### src/rtl/pipe_skid_reg_if.sv
// Handshake bundle for pipe_skid_reg.
// The producer, the consumer and the flush source sit on the master side.
// The stage itself sits on the slave side.
interface pipe_skid_reg_if #(
  parameter int WIDTH = 32
);

  logic             flush;
  logic             in_valid;
  logic [WIDTH-1:0] in_data;
  logic             in_ready;
  logic             out_valid;
  logic [WIDTH-1:0] out_data;
  logic             out_ready;
  logic [1:0]       occupancy;

  // Testbench or surrounding pipeline: drives the offers, the consumer ready
  // and the flush.
  modport master (
    output flush,
    output in_valid,
    output in_data,
    output out_ready,
    input  in_ready,
    input  out_valid,
    input  out_data,
    input  occupancy
  );

  // The pipeline stage register.
  modport slave (
    input  flush,
    input  in_valid,
    input  in_data,
    input  out_ready,
    output in_ready,
    output out_valid,
    output out_data,
    output occupancy
  );

endinterface

### src/rtl/pipe_skid_reg.sv
// Pipeline stage register with a valid/ready handshake and a one-entry skid.
// The state encoding is the pair (skid_valid, main_valid), so the handshake
// outputs come straight from state flops. in_ready never depends
// combinationally on out_ready, which cuts the backpressure timing path.
module pipe_skid_reg #(
  parameter int WIDTH = 32
) (
  input  logic             clock,
  input  logic             reset_n,
  pipe_skid_reg_if.slave   bus
);

  // Bit 0 is main_valid and bit 1 is skid_valid. 2'b10 (skid without main) is
  // illegal.
  typedef enum logic [1:0] {
    ST_EMPTY = 2'b00,
    ST_ONE   = 2'b01,
    ST_FULL  = 2'b11
  } state_t;

  typedef enum logic [1:0] {
    MAIN_HOLD,
    MAIN_LOAD_IN,
    MAIN_LOAD_SKID
  } main_sel_t;

  state_t           r_state;
  state_t           w_state_nxt;
  logic [WIDTH-1:0] r_main_data;
  logic [WIDTH-1:0] r_skid_data;

  logic             w_main_valid;
  logic             w_skid_valid;
  logic             w_accept;
  logic             w_drain;
  main_sel_t        w_main_sel;
  logic             w_skid_load;

  assign w_main_valid = r_state[0];
  assign w_skid_valid = r_state[1];

  // Handshake events as seen at the coming rising edge.
  assign w_accept = bus.in_valid & ~w_skid_valid;
  assign w_drain  = w_main_valid & bus.out_ready;

  // State register.
  // NOTE: sequential state uses non-blocking assignments only, so every flop
  // samples pre-edge values regardless of process evaluation order.
  always_ff @(posedge clock or negedge reset_n) begin
    if (!reset_n) begin
      r_state <= ST_EMPTY;
    end else begin
      r_state <= w_state_nxt;
    end
  end

  // Next-state decode. A flush overrides every accept or drain at that edge.
  // NOTE: w_state_nxt gets a default before the case statement, so every path
  // assigns it and no latch is inferred.
  always_comb begin
    w_state_nxt = r_state;
    if (bus.flush) begin
      w_state_nxt = ST_EMPTY;
    end else begin
      unique case (r_state)
        ST_EMPTY: begin
          if (w_accept) w_state_nxt = ST_ONE;
        end
        ST_ONE: begin
          if (w_accept && !w_drain)      w_state_nxt = ST_FULL;
          else if (!w_accept && w_drain) w_state_nxt = ST_EMPTY;
        end
        ST_FULL: begin
          if (w_drain) w_state_nxt = ST_ONE;
        end
        default: w_state_nxt = ST_EMPTY;
      endcase
    end
  end

  // Datapath steering: decides which data register loads and from where.
  always_comb begin
    w_main_sel  = MAIN_HOLD;
    w_skid_load = 1'b0;
    if (!bus.flush) begin
      unique case (r_state)
        ST_EMPTY: begin
          if (w_accept) w_main_sel = MAIN_LOAD_IN;
        end
        ST_ONE: begin
          if (w_accept && w_drain) w_main_sel  = MAIN_LOAD_IN;
          else if (w_accept)       w_skid_load = 1'b1;
        end
        ST_FULL: begin
          if (w_drain) w_main_sel = MAIN_LOAD_SKID;
        end
        default: begin
          w_main_sel  = MAIN_HOLD;
          w_skid_load = 1'b0;
        end
      endcase
    end
  end

  // Payload registers. They keep stale contents after a flush, which is
  // harmless because out_valid is low then.
  // NOTE: these are two plain registers rather than a memory array, so they
  // are reset to give a defined out_data right after reset.
  always_ff @(posedge clock or negedge reset_n) begin
    if (!reset_n) begin
      r_main_data <= '0;
      r_skid_data <= '0;
    end else begin
      unique case (w_main_sel)
        MAIN_LOAD_IN:   r_main_data <= bus.in_data;
        MAIN_LOAD_SKID: r_main_data <= r_skid_data;
        default:        r_main_data <= r_main_data;
      endcase
      if (w_skid_load) r_skid_data <= bus.in_data;
    end
  end

  assign bus.out_valid = w_main_valid;
  assign bus.out_data  = r_main_data;
  assign bus.in_ready  = ~w_skid_valid;
  assign bus.occupancy = {1'b0, w_main_valid} + {1'b0, w_skid_valid};

  // Structural invariants of the stage.
  a_no_illegal_state: assert property (
    @(posedge clock) disable iff (!reset_n) r_state != 2'b10);

  a_occupancy_max: assert property (
    @(posedge clock) disable iff (!reset_n) bus.occupancy <= 2'd2);

  a_stall_stable: assert property (
    @(posedge clock) disable iff (!reset_n)
    (bus.out_valid && !bus.out_ready && !bus.flush)
      |=> (bus.out_valid && $stable(bus.out_data)));

endmodule

### src/flat_wrapper.sv
// flat-port wrapper written by rule: the top's interface ports become plain ports
module pipe_skid_reg_flat 
#(
  parameter int WIDTH = 32
)
  (clock, reset_n, bus_flush, bus_in_valid, bus_in_data, bus_out_ready, bus_in_ready, bus_out_valid, bus_out_data, bus_occupancy);
  pipe_skid_reg_if #(.WIDTH(WIDTH)) bus_i ();
  input  logic clock;
  input  logic reset_n;
  input wire logic [$bits(bus_i.flush)-1:0] bus_flush;
  input wire logic [$bits(bus_i.in_valid)-1:0] bus_in_valid;
  input wire logic [$bits(bus_i.in_data)-1:0] bus_in_data;
  input wire logic [$bits(bus_i.out_ready)-1:0] bus_out_ready;
  output wire logic [$bits(bus_i.in_ready)-1:0] bus_in_ready;
  output wire logic [$bits(bus_i.out_valid)-1:0] bus_out_valid;
  output wire logic [$bits(bus_i.out_data)-1:0] bus_out_data;
  output wire logic [$bits(bus_i.occupancy)-1:0] bus_occupancy;
  assign bus_i.flush = bus_flush;
  assign bus_i.in_valid = bus_in_valid;
  assign bus_i.in_data = bus_in_data;
  assign bus_i.out_ready = bus_out_ready;
  assign bus_in_ready = bus_i.in_ready;
  assign bus_out_valid = bus_i.out_valid;
  assign bus_out_data = bus_i.out_data;
  assign bus_occupancy = bus_i.occupancy;
  pipe_skid_reg #(.WIDTH(WIDTH)) u_core (.clock(clock), .reset_n(reset_n), .bus(bus_i));
endmodule
### config.mk
export PLATFORM = sky130hd
export DESIGN_NAME = pipe_skid_reg_flat
export DESIGN_NICKNAME = d
export VERILOG_FILES = /design/src/rtl/pipe_skid_reg_if.sv /design/src/rtl/pipe_skid_reg.sv /design/src/flat_wrapper.sv
export SDC_FILE = /design/constraint.sdc
export NUM_CORES = 1
export LEC_CHECK = 0
export BUFFER_PORTS_ARGS = -buffer_cell sky130_fd_sc_hd__buf_2
export CAP_MARGIN = 20
export CORE_UTILIZATION = 30
export CTS_CLUSTER_DIAMETER = 30
export DETAILED_ROUTE_END_ITERATION = 12
export HOLD_SLACK_MARGIN = 0.05
export PLACE_DENSITY = 0.54
export SYNTH_ARGS = -nofsm -noshare
export SYNTH_HDL_FRONTEND = slang
export SYNTH_SLANG_ARGS = --single-unit
### constraint.sdc
create_clock -name clock -period 2.3 [get_ports clock]
set_clock_uncertainty 0.1 [all_clocks]
set_input_delay 0.115 -clock clock [delete_from_list [all_inputs] [get_ports clock]]
set_output_delay 0.115 -clock clock [all_outputs]
set_load 0.01 [all_outputs]
# After elaboration in Yosys (flattened, before gate mapping)
# Cells that the tools add are included.
[classes]
addsub = 1
multipliers = 0
n_div = 0
n_lt_le_gt_ge = 0
eq_ne = 7
shifts = 0
n_mux = 16
bitwise_logic = 3
reduce_logical = 8
[ops]
columns = ["op", "count"]
rows = [
  ["32-bit case mux with 2 select lines", 1],
  ["2-bit 2-to-1 mux", 7],
  ["2-bit case mux with 3 select lines", 2],
  ["1-bit 2-to-1 mux", 6],
  ["3-bit by 2-bit inequality test with 1-bit output, second input constant", 2],
  ["2-bit by 1-bit equality test with 1-bit output, second input constant", 2],
  ["2-bit equality test, second input constant", 2],
  ["4-bit by 2-bit inequality test with 1-bit output, second input constant", 1],
  ["1-bit logical AND", 3],
  ["3-bit AND reduction", 1],
  ["1-bit by 1-bit adder with 2-bit output", 1],
  ["1-bit AND", 2],
  ["1-bit logical NOT", 2],
  ["2-bit logical NOT", 1],
  ["2-bit nonzero test", 1],
  ["1-bit NOT", 1],
]
[word_totals]
ff_bits = 66
latchBits = 0
mem_bits_rw = 0
mem_bits_ro = 0
in_bits = 37
output_inout_bits = 36
word_cells = 38
n_memories = 0

# Longest topological paths before layout
# Gate-level depths: netlist of the first run.
[depth]
ltp_word = 8
mapped_depth = 10
ltp_nobuf = 8

# Least setup slack after synthesis of the first run
# No wires, ideal clock.
[synth_timing]
path_type = "register to register"
startpoint = "register u_core.r_state[0]"
endpoint = "register u_core.r_main_data[15], in the netlist u_core.bus.out_data[15]"
setup_time_ns = 0.134
arrival_ns = 1.950
required_time_ns = 2.066
slack_ns = 0.116
stages_incl_launch_ff = 11
path_buffers = 2
period_less_slack_ns = 2.184
cell_sequence = "dfrtp_1 -> nand2_1 -> inv_2 -> ha_1 -> a22o_1 -> nand2_1 -> ha_1 -> clkbuf_1 -> buf_2 -> mux2i_1 -> o21ai_0"
[synth_via]
elab_chain_cells = 7
elab_cells_between_ends = 13
cone_classes = "eq/ne (4); mux (5); bitwise (1); reduce/logical (3)"
[synth_rtl]
columns = ["item", "line_no", "text"]
rows = [
  ["start: declaration", "pipe_skid_reg.sv:27", "state_t r_state;"],
  ["start signal: assignment", "pipe_skid_reg.sv:53", "r_state <= w_state_nxt;"],
  ["1-bit AND", "pipe_skid_reg.sv:44", "assign w_drain = w_main_valid & bus.out_ready;"],
  ["1-bit logical AND", "pipe_skid_reg.sv:91", "if (w_accept && w_drain) w_main_sel = MAIN_LOAD_IN;"],
  ["1-bit 2-to-1 mux", "pipe_skid_reg.sv:91", ""],
  ["2-bit case mux with 3 select lines *", "pipe_skid_reg.sv:86", "unique case (r_state)"],
  ["2-bit 2-to-1 mux *", "pipe_skid_reg.sv:85", "if (!bus.flush) begin"],
  ["2-bit equality test or 2-bit by 1-bit equality test with 1-bit output (tied branches)", "pipe_skid_reg.sv:114", "unique case (w_main_sel)"],
  ["32-bit case mux with 2 select lines or 2-bit nonzero test (tied branches)", "-", ""],
  ["end signal: assignment", "pipe_skid_reg.sv:115", "MAIN_LOAD_IN: r_main_data <= bus.in_data;"],
  ["end signal: assignment", "pipe_skid_reg.sv:116", "MAIN_LOAD_SKID: r_main_data <= r_skid_data;"],
  ["end signal: assignment", "pipe_skid_reg.sv:117", "default: r_main_data <= r_main_data;"],
  ["end: declaration", "pipe_skid_reg.sv:29", "logic [WIDTH-1:0] r_main_data;"],
]
# Every way passes the cells marked *; elsewhere a longest branch is shown, timed or not.
# A chain may end at the register's enable or synchronous reset.

# Worst setup path in the final report of the first run
[layout_timing]
startpoint = "register u_core.r_state[0]"
endpoint = "register u_core.r_main_data[11], in the netlist u_core.bus.out_data[11]"
# Same word-level chain as after synthesis.

==> key figures, run 1 <==
Detailed routing
  • Antenna-violating nets left: 0
  • DR DRC count: 0
  • Detailed-route vias per instance: between 4 and 5
  • DR vias: between 2000 and 2500
  • Final wirelength: 6080 µm
  • Initial drt markers: 49
  • 1st-pass router iterations: 4
  • Wire per inst: 12.7 µm

STA
  • Max-Slew Margin vs Limit: between 60 and 70%
  • RSZ-0062 raised after global routing: no
  • Slew of the pin with the lowest slew margin: about 0.54 ns
  • Sum of negative setup slack: 0 ns
  • Final Setup Violations: 0
  • Final worst-path cycle share: 92.2%
  • Final hold violations: 0
  • Crit path time final: approximately 2.1 ns
  • Final Max Slew Viols: 0
  • F_max: 471 MHz

Yosys
  • Synth cell count leaders: 66 x dfrtp_1, 34 x mux2i_1, 34 x nand2_1, 32 x o21ai_0, 30 x mux2_2
  • Distinct cells, synth: 24
  • Syn Nets: roughly 280
  • Mean area per synthesized cell: about 12 µm²
  • Yosys top cell area share: a little under three fifths
  • Top cells by area, synth: dfrtp_1 57%, mux2i_1 12%, mux2_2 12%
  • Most common cell in the netlist: dfrtp_1
  • Seq cells post-synth: 66
  • Syn Std Cell Area: between 2000 and 3000 µm²
  • Primary FF master, synth: dfrtp_1
  • Syn Inst Count: roughly 240
  • Synth async-reset ratio: 100%
  • Synth area leader: dfrtp_1
  • Syn. warnings: 0
  • Number of flops mapped to enable cells by yosys: 0
  • Post-synthesis sequential area ratio: 56.6%

Power and ir drop
  • Seq pwr share: 45.7%
  • Peak VDD IR: between 400 and 500 µV
  • Pwr dens: 1090 nW/µm²
  • Switching Share: 32.1%
  • Pint: 0.00296 W
  • P_sw: roughly 0.0014 W
  • Clock share of power: a little under a quarter
  • Static Leak: around 1.8 nW
  • Comb pwr share: between 30% and 40%
  • Total power: roughly 0.0044 W

CTS
  • Clock Tree Root: clkbuf_8
  • Worst-Skew Late Latency: approximately 0.34 ns
  • CTS H-tree depth: 3
  • # resized after CTS: 0
  • Clk slew on worst S/H paths: 0.08 ns
  • CTS tree: built
  • TritonCTS Buffers: 9
  • Post-CTS setup buffer count: 0
  • CTS max path bufs: 2
  • Count of hold-fix buffers inserted at cts: 34
  • Clock Sink Count: 66

Global route
  • Vias in the first global route: about 2200
  • Initial antenna violation count: 0
  • GRT overflow: 0
  • Largest net degree at the start of global routing: between 40 and 50
  • Total GRT Usage: a little over an eighth
  • First-pass GRT wire length: between 10000 and 15000 µm

Floorplan
  • IO Pins: between 70 and 80
  • Die W: 101 µm
  • Cell Rows: 35
  • Die height: between 100 and 150 µm
  • Initial Util: a little under a third
  • Core ar.: about 9300 µm²
  • Die Area: just over 10000 µm²

Finish
  • Layout cell share with drive strength beyond 1: 37.0%
  • Fin nets: 389
  • ANT cells: 0
  • Multi-input gate area: 1170 µm²
  • FF+latch area: ~1700 µm²
  • Area grow syn2layout: 37.0%
  • Number of fill cells: roughly 900

Setup path
  • Critical path's slowest cell: dfrtp_1
  • Reg-to-reg slack, setup: between 0.15 and 0.2 ns
  • CP max stage delay: 0.44 ns
  • CP Buf/Inv Count: 2
  • Critical Path Stages: 9
  • CP startpoint: u_core.r_state[0]
  • Worst path most repeated cell: nand2_1
  • Worst EP arrival: ~2.2 ns
  • Crit Reg-Reg Startpoint: u_core.r_state[0]
  • CP delay by family, top: flip-flops
  • Critical path type: reg -> reg
  • CP startpoint kind: register
  • CP max FO: 11
  • Cells along the critical path: nand2_1 -> inv_2 -> ha_1 -> a22o_1 -> nand2_1 -> ha_2 -> buf_4 -> mux2i_1 -> o21ai_0
  • CP Data Required Time: 2.42 ns
  • Crit path capture type: register
  • R2R cell count: 9
  • Reg2reg end: u_core.bus.out_data[11]

Placed design
  • PortBufs: between 70 and 80
  • Final HPWL DP: around 4000 µm
  • RD Place Congestion: 0.829

Min path
  • Hold path endpoint: u_core.r_state[1]
  • Hold Crit Class: in -> reg
  • Worst hold start: bus_out_ready
  • Hold depth: 4

Run
  • Max cap viols: 0

Status
  • Outcome: complete, no violations
## tightest hold or removal path, cell delays in order
cell     delay [ns]
buf_2          0.08
nand2_1        0.11
nand3_1        0.11
mux2i_1        0.06
## per-layer routing
layer  up-vias  GRT usage, %  routed length (µm)
met1      1042          17.2                2890
li1       1043             -                   -
met3         8          3.81                 265
met4         0          4.57                  70
met2        50          21.3                2850
met5         -             0                   0
## state kept, by name, summed over array words and instances, names as in the netlist
register             count
u_core.bus.out_data     32
u_core.r_skid_data      32
u_core.r_state           2
## layout make-up
cell class,count,share of cell area [%]
clock inverter,6,1.81
multi-input combinational,150,29.3
inverter,5,0.469
sequential,66,41.3
timing repair buffer,114,19.6
clock buffer,10,3.44
tap,129,4.04
## metrics by stage
stage | hold slack [ns] | area (µm²) | utilization [%] | instances | setup WS (ns)
3_3_place_gp | 0.0420 | 3450 | 37.0 | 430 | 0.239
2_1_floorplan | -0.281 | 2920 | - | 235 | 0.116
6_report | 0.0804 | 4000 | 42.9 | 480 | 0.178
3_5_place_dp | 0.0387 | 3450 | 37.0 | 430 | 0.193
5_1_grt | 0.115 | 4000 | 42.9 | 480 | 0.00885
4_1_cts | 0.0597 | 4000 | 42.9 | 480 | 0.175
## layout by cell type, fill, tap and decap left out, types with 2 or more instances in the layout
cell	count
buf_12	2
buf_2	72
buf_4	6
clkbuf_8	10
dfrtp_1	66
dlygate4sd3_1	34
ha_1	5
inv_1	4
inv_6	2
mux2_1	2
mux2_2	30
mux2i_1	34
nand2_1	34
o21ai_0	32
## kinds of logic after synthesis
family | share of synthesized area (%)
AND/OR/NAND/NOR | 7.12
flip-flops | 56.6
adder cells (fa/ha/maj) | 2.57
multiplexers | 24.0
buffers and inverters | 3.34
AO/OA/AOI/OAI | 6.35
## worst max path at each step
stage / end / slack, ns
floorplan: u_core.bus.out_data[15] / 0.12
global placement: u_core.bus.out_data[6] / 0.24
detailed placement: u_core.bus.out_data[1] / 0.19
CTS: u_core.bus.out_data[9] / 0.18
global route: u_core.bus.out_data[9] / 0.009
finish: u_core.bus.out_data[11] / 0.18
## power groups by stage
stage	logic, W	registers [W]	clock network, W
after floorplan	0.000691	0.00211	0
after detailed placement	0.00131	0.00202	0
after global placement	0.00129	0.00200	0
after CTS	0.00136	0.00200	0.00107
final	0.00133	0.00199	0.00103
after global routing	0.00151	0.00207	0.00112
(Power assumes the default switching activity.)
==> run 2, diff against run 1 <==
- CTS_BUF_LIST: default -> sky130_fd_sc_hd__clkbuf_16
==> key figures, run 2 (same netlist as run 1, synthesis figures left out) <==
STA
  • Final hold violations: 0
  • Crit path time final: between 2 and 2.5 ns
  • F_max: 471 MHz
  • Slew of the pin with the lowest slew margin: approximately 0.54 ns
  • Final Setup Violations: 0
  • Sum of negative setup slack: 0 ns
  • RSZ-0062 raised after global routing: no
  • Final Max Slew Viols: 0
  • Final worst-path cycle share: about 90%
  • Max-Slew Margin vs Limit: approximately 64%

Setup path
  • Worst path most repeated cell: nand2_1
  • CP Data Required Time: roughly 2.4 ns
  • CP startpoint kind: register
  • Crit path capture type: register
  • CP max FO: 11
  • Reg-to-reg slack, setup: approximately 0.17 ns
  • CP Buf/Inv Count: 2
  • CP delay by family, top: flip-flops
  • Worst EP arrival: around 2.2 ns
  • Critical path type: reg -> reg
  • CP max stage delay: between 0.4 and 0.5 ns
  • Cells along the critical path: nand2_1 -> inv_2 -> ha_1 -> a22o_1 -> nand2_1 -> ha_2 -> buf_4 -> mux2i_1 -> o21ai_0
  • Critical path's slowest cell: dfrtp_1

Detailed routing
  • Antenna-violating nets left: 0
  • DR DRC count: 0
  • DR vias: approximately 2100
  • Wire per inst: ~13 µm
  • Detailed-route vias per instance: ~4.4
  • Initial drt markers: a little over 50
  • Final wirelength: slightly above 6000 µm
  • 1st-pass router iterations: 4

Global route
  • Global routing usage on met3: approximately 3.4%
  • Met1 Use GR: between 15 and 20%
  • GRT overflow: 0
  • GRT Max-Usage Layer: met2
  • Initial antenna violation count: 0
  • First-pass GRT wire length: 10200 µm
  • Total GRT Usage: a little over an eighth
  • Vias in the first global route: about 2100
  • Largest net degree at the start of global routing: slightly below 50
  • GRT met2 Usage: 21.4%

Power and ir drop
  • Pwr dens: 1150 nW/µm²
  • Comb pwr share: roughly 28%
  • Static Leak: ~1.9 nW
  • Peak VDD IR: between 400 and 500 µV
  • Clock share of power: 29.3%
  • P_sw: about 0.0014 W
  • Pint: 0.00326 W
  • Switching Share: 30.6%
  • Seq pwr share: roughly 42%

Min path
  • Hold Crit Class: in -> reg

Finish
  • Commonest cells after routing, fill and taps aside: 72 x buf_2, 66 x dfrtp_1, 34 x nand2_1, 34 x mux2i_1, 33 x dlygate4sd3_1
  • Number of fill cells: about 900
  • ANT cells: 0
  • Layout cell share with drive strength beyond 1: between 30% and 40%
  • Area grow syn2layout: 39.8%
  • Fin nets: approximately 390
  • Final instance area: around 4100 µm²
  • Most common cell after layout, fill and taps aside: buf_2

Run
  • Max cap viols: 0

CTS
  • CTS max path bufs: 2
  • CTS tree: built
  • CTS H-tree depth: 3
  • TritonCTS Buffers: 9
  • Post-CTS setup buffer count: 0
  • Clock Tree Root: clkbuf_16
  • Clock Sink Count: 66
  • Worst-Skew Late Latency: 0.32 ns
  • Clk slew on worst S/H paths: 0.06 ns

Floorplan
  • Die height: 101 µm
  • Core ar.: just over 9000 µm²
  • Die Area: between 10000 and 15000 µm²
  • IO Pins: 73
  • Initial Util: a little under a third
  • Cell Rows: 35
  • Die W: 101 µm

Placed design
  • PortBufs: just over 70
  • Final HPWL DP: about 4000 µm
  • RD Place Congestion: about 0.83
  • Cell Area, Placed: around 3400 µm²

Status
  • Outcome: complete, no violations
run 2: cell count changes in the layout (fill, tap and decap cells not counted), sizes merged:
cell         before  now
clkbuf           10    9
clkinv            2    3
dlygate4sd3      34   33
run 2: final timing paths:
check / start / end / cells past startpoint
min reg2reg: u_core.bus.out_data[12] / u_core.bus.out_data[12] / 2
min: bus_flush / u_core.r_state[1] / 3
min in group asynchronous: reset_n / u_core.bus.out_data[5] / 2
max in group asynchronous: reset_n / u_core.r_skid_data[6] / 3
max: u_core.r_state[0] / u_core.bus.out_data[4] / 9
max reg2reg: u_core.r_state[0] / u_core.bus.out_data[4] / 9
run 2: routing by layer:
| metal | wire (µm) | share of wire (%) | vias up |
|---|---|---|---|
| met1 | 2880 | 48 | 1037 |
| met4 | 58 | 0.96 | 0 |
| li1 | - | - | 1040 |
| met2 | 2880 | 47 | 46 |
| met3 | 247 | 4.1 | 5 |
| met5 | 0 | 0 | - |
run 2: layout make-up:
| type | count | area, µm² | share of cell area (%) |
|---|---|---|---|
| multi-input combinational | 150 | 1170 | 28.7 |
| tap | 129 | 161 | 3.96 |
| clock inverter | 7 | 76.3 | 1.87 |
| sequential | 66 | 1650 | 40.5 |
| inverter | 5 | 18.8 | 0.460 |
| timing repair buffer | 113 | 776 | 19.0 |
| clock buffer | 9 | 225 | 5.52 |
run 2: tightest hold or removal path, stage by stage:
cell and delay, ns:
buf_2 0.16, or2b_1 0.12, mux2i_1 0.06
run 2: repair_timing:
item                                   in CTS  in global routing
hold buffers                               33                  0
endpoints found under the hold margin      84                  0
resized for setup                           0                  0
run 2: metrics by stage:
step	std cells	total power [W]	hold WS, ns	setup WS [ns]	util (%)
detailed placement	430	0.00333	0.0387	0.193	37.0
finish	479	0.00470	0.0799	0.175	43.7
CTS	479	0.00479	0.0680	0.168	43.7
global route	479	0.00504	0.115	0.00771	43.7
floorplan	235	0.00280	-0.281	0.116	-
global placement	430	0.00329	0.0420	0.239	37.0
run 2: power by group through the flow:
| stage | clock [W] | combinational, W | sequential, W |
|---|---|---|---|
| floorplan | 0 | 0.000691 | 0.00211 |
| global placement | 0 | 0.00129 | 0.00200 |
| detailed placement | 0 | 0.00131 | 0.00202 |
| CTS | 0.00143 | 0.00136 | 0.00200 |
| global route | 0.00146 | 0.00151 | 0.00207 |
| finish | 0.00138 | 0.00133 | 0.00199 |
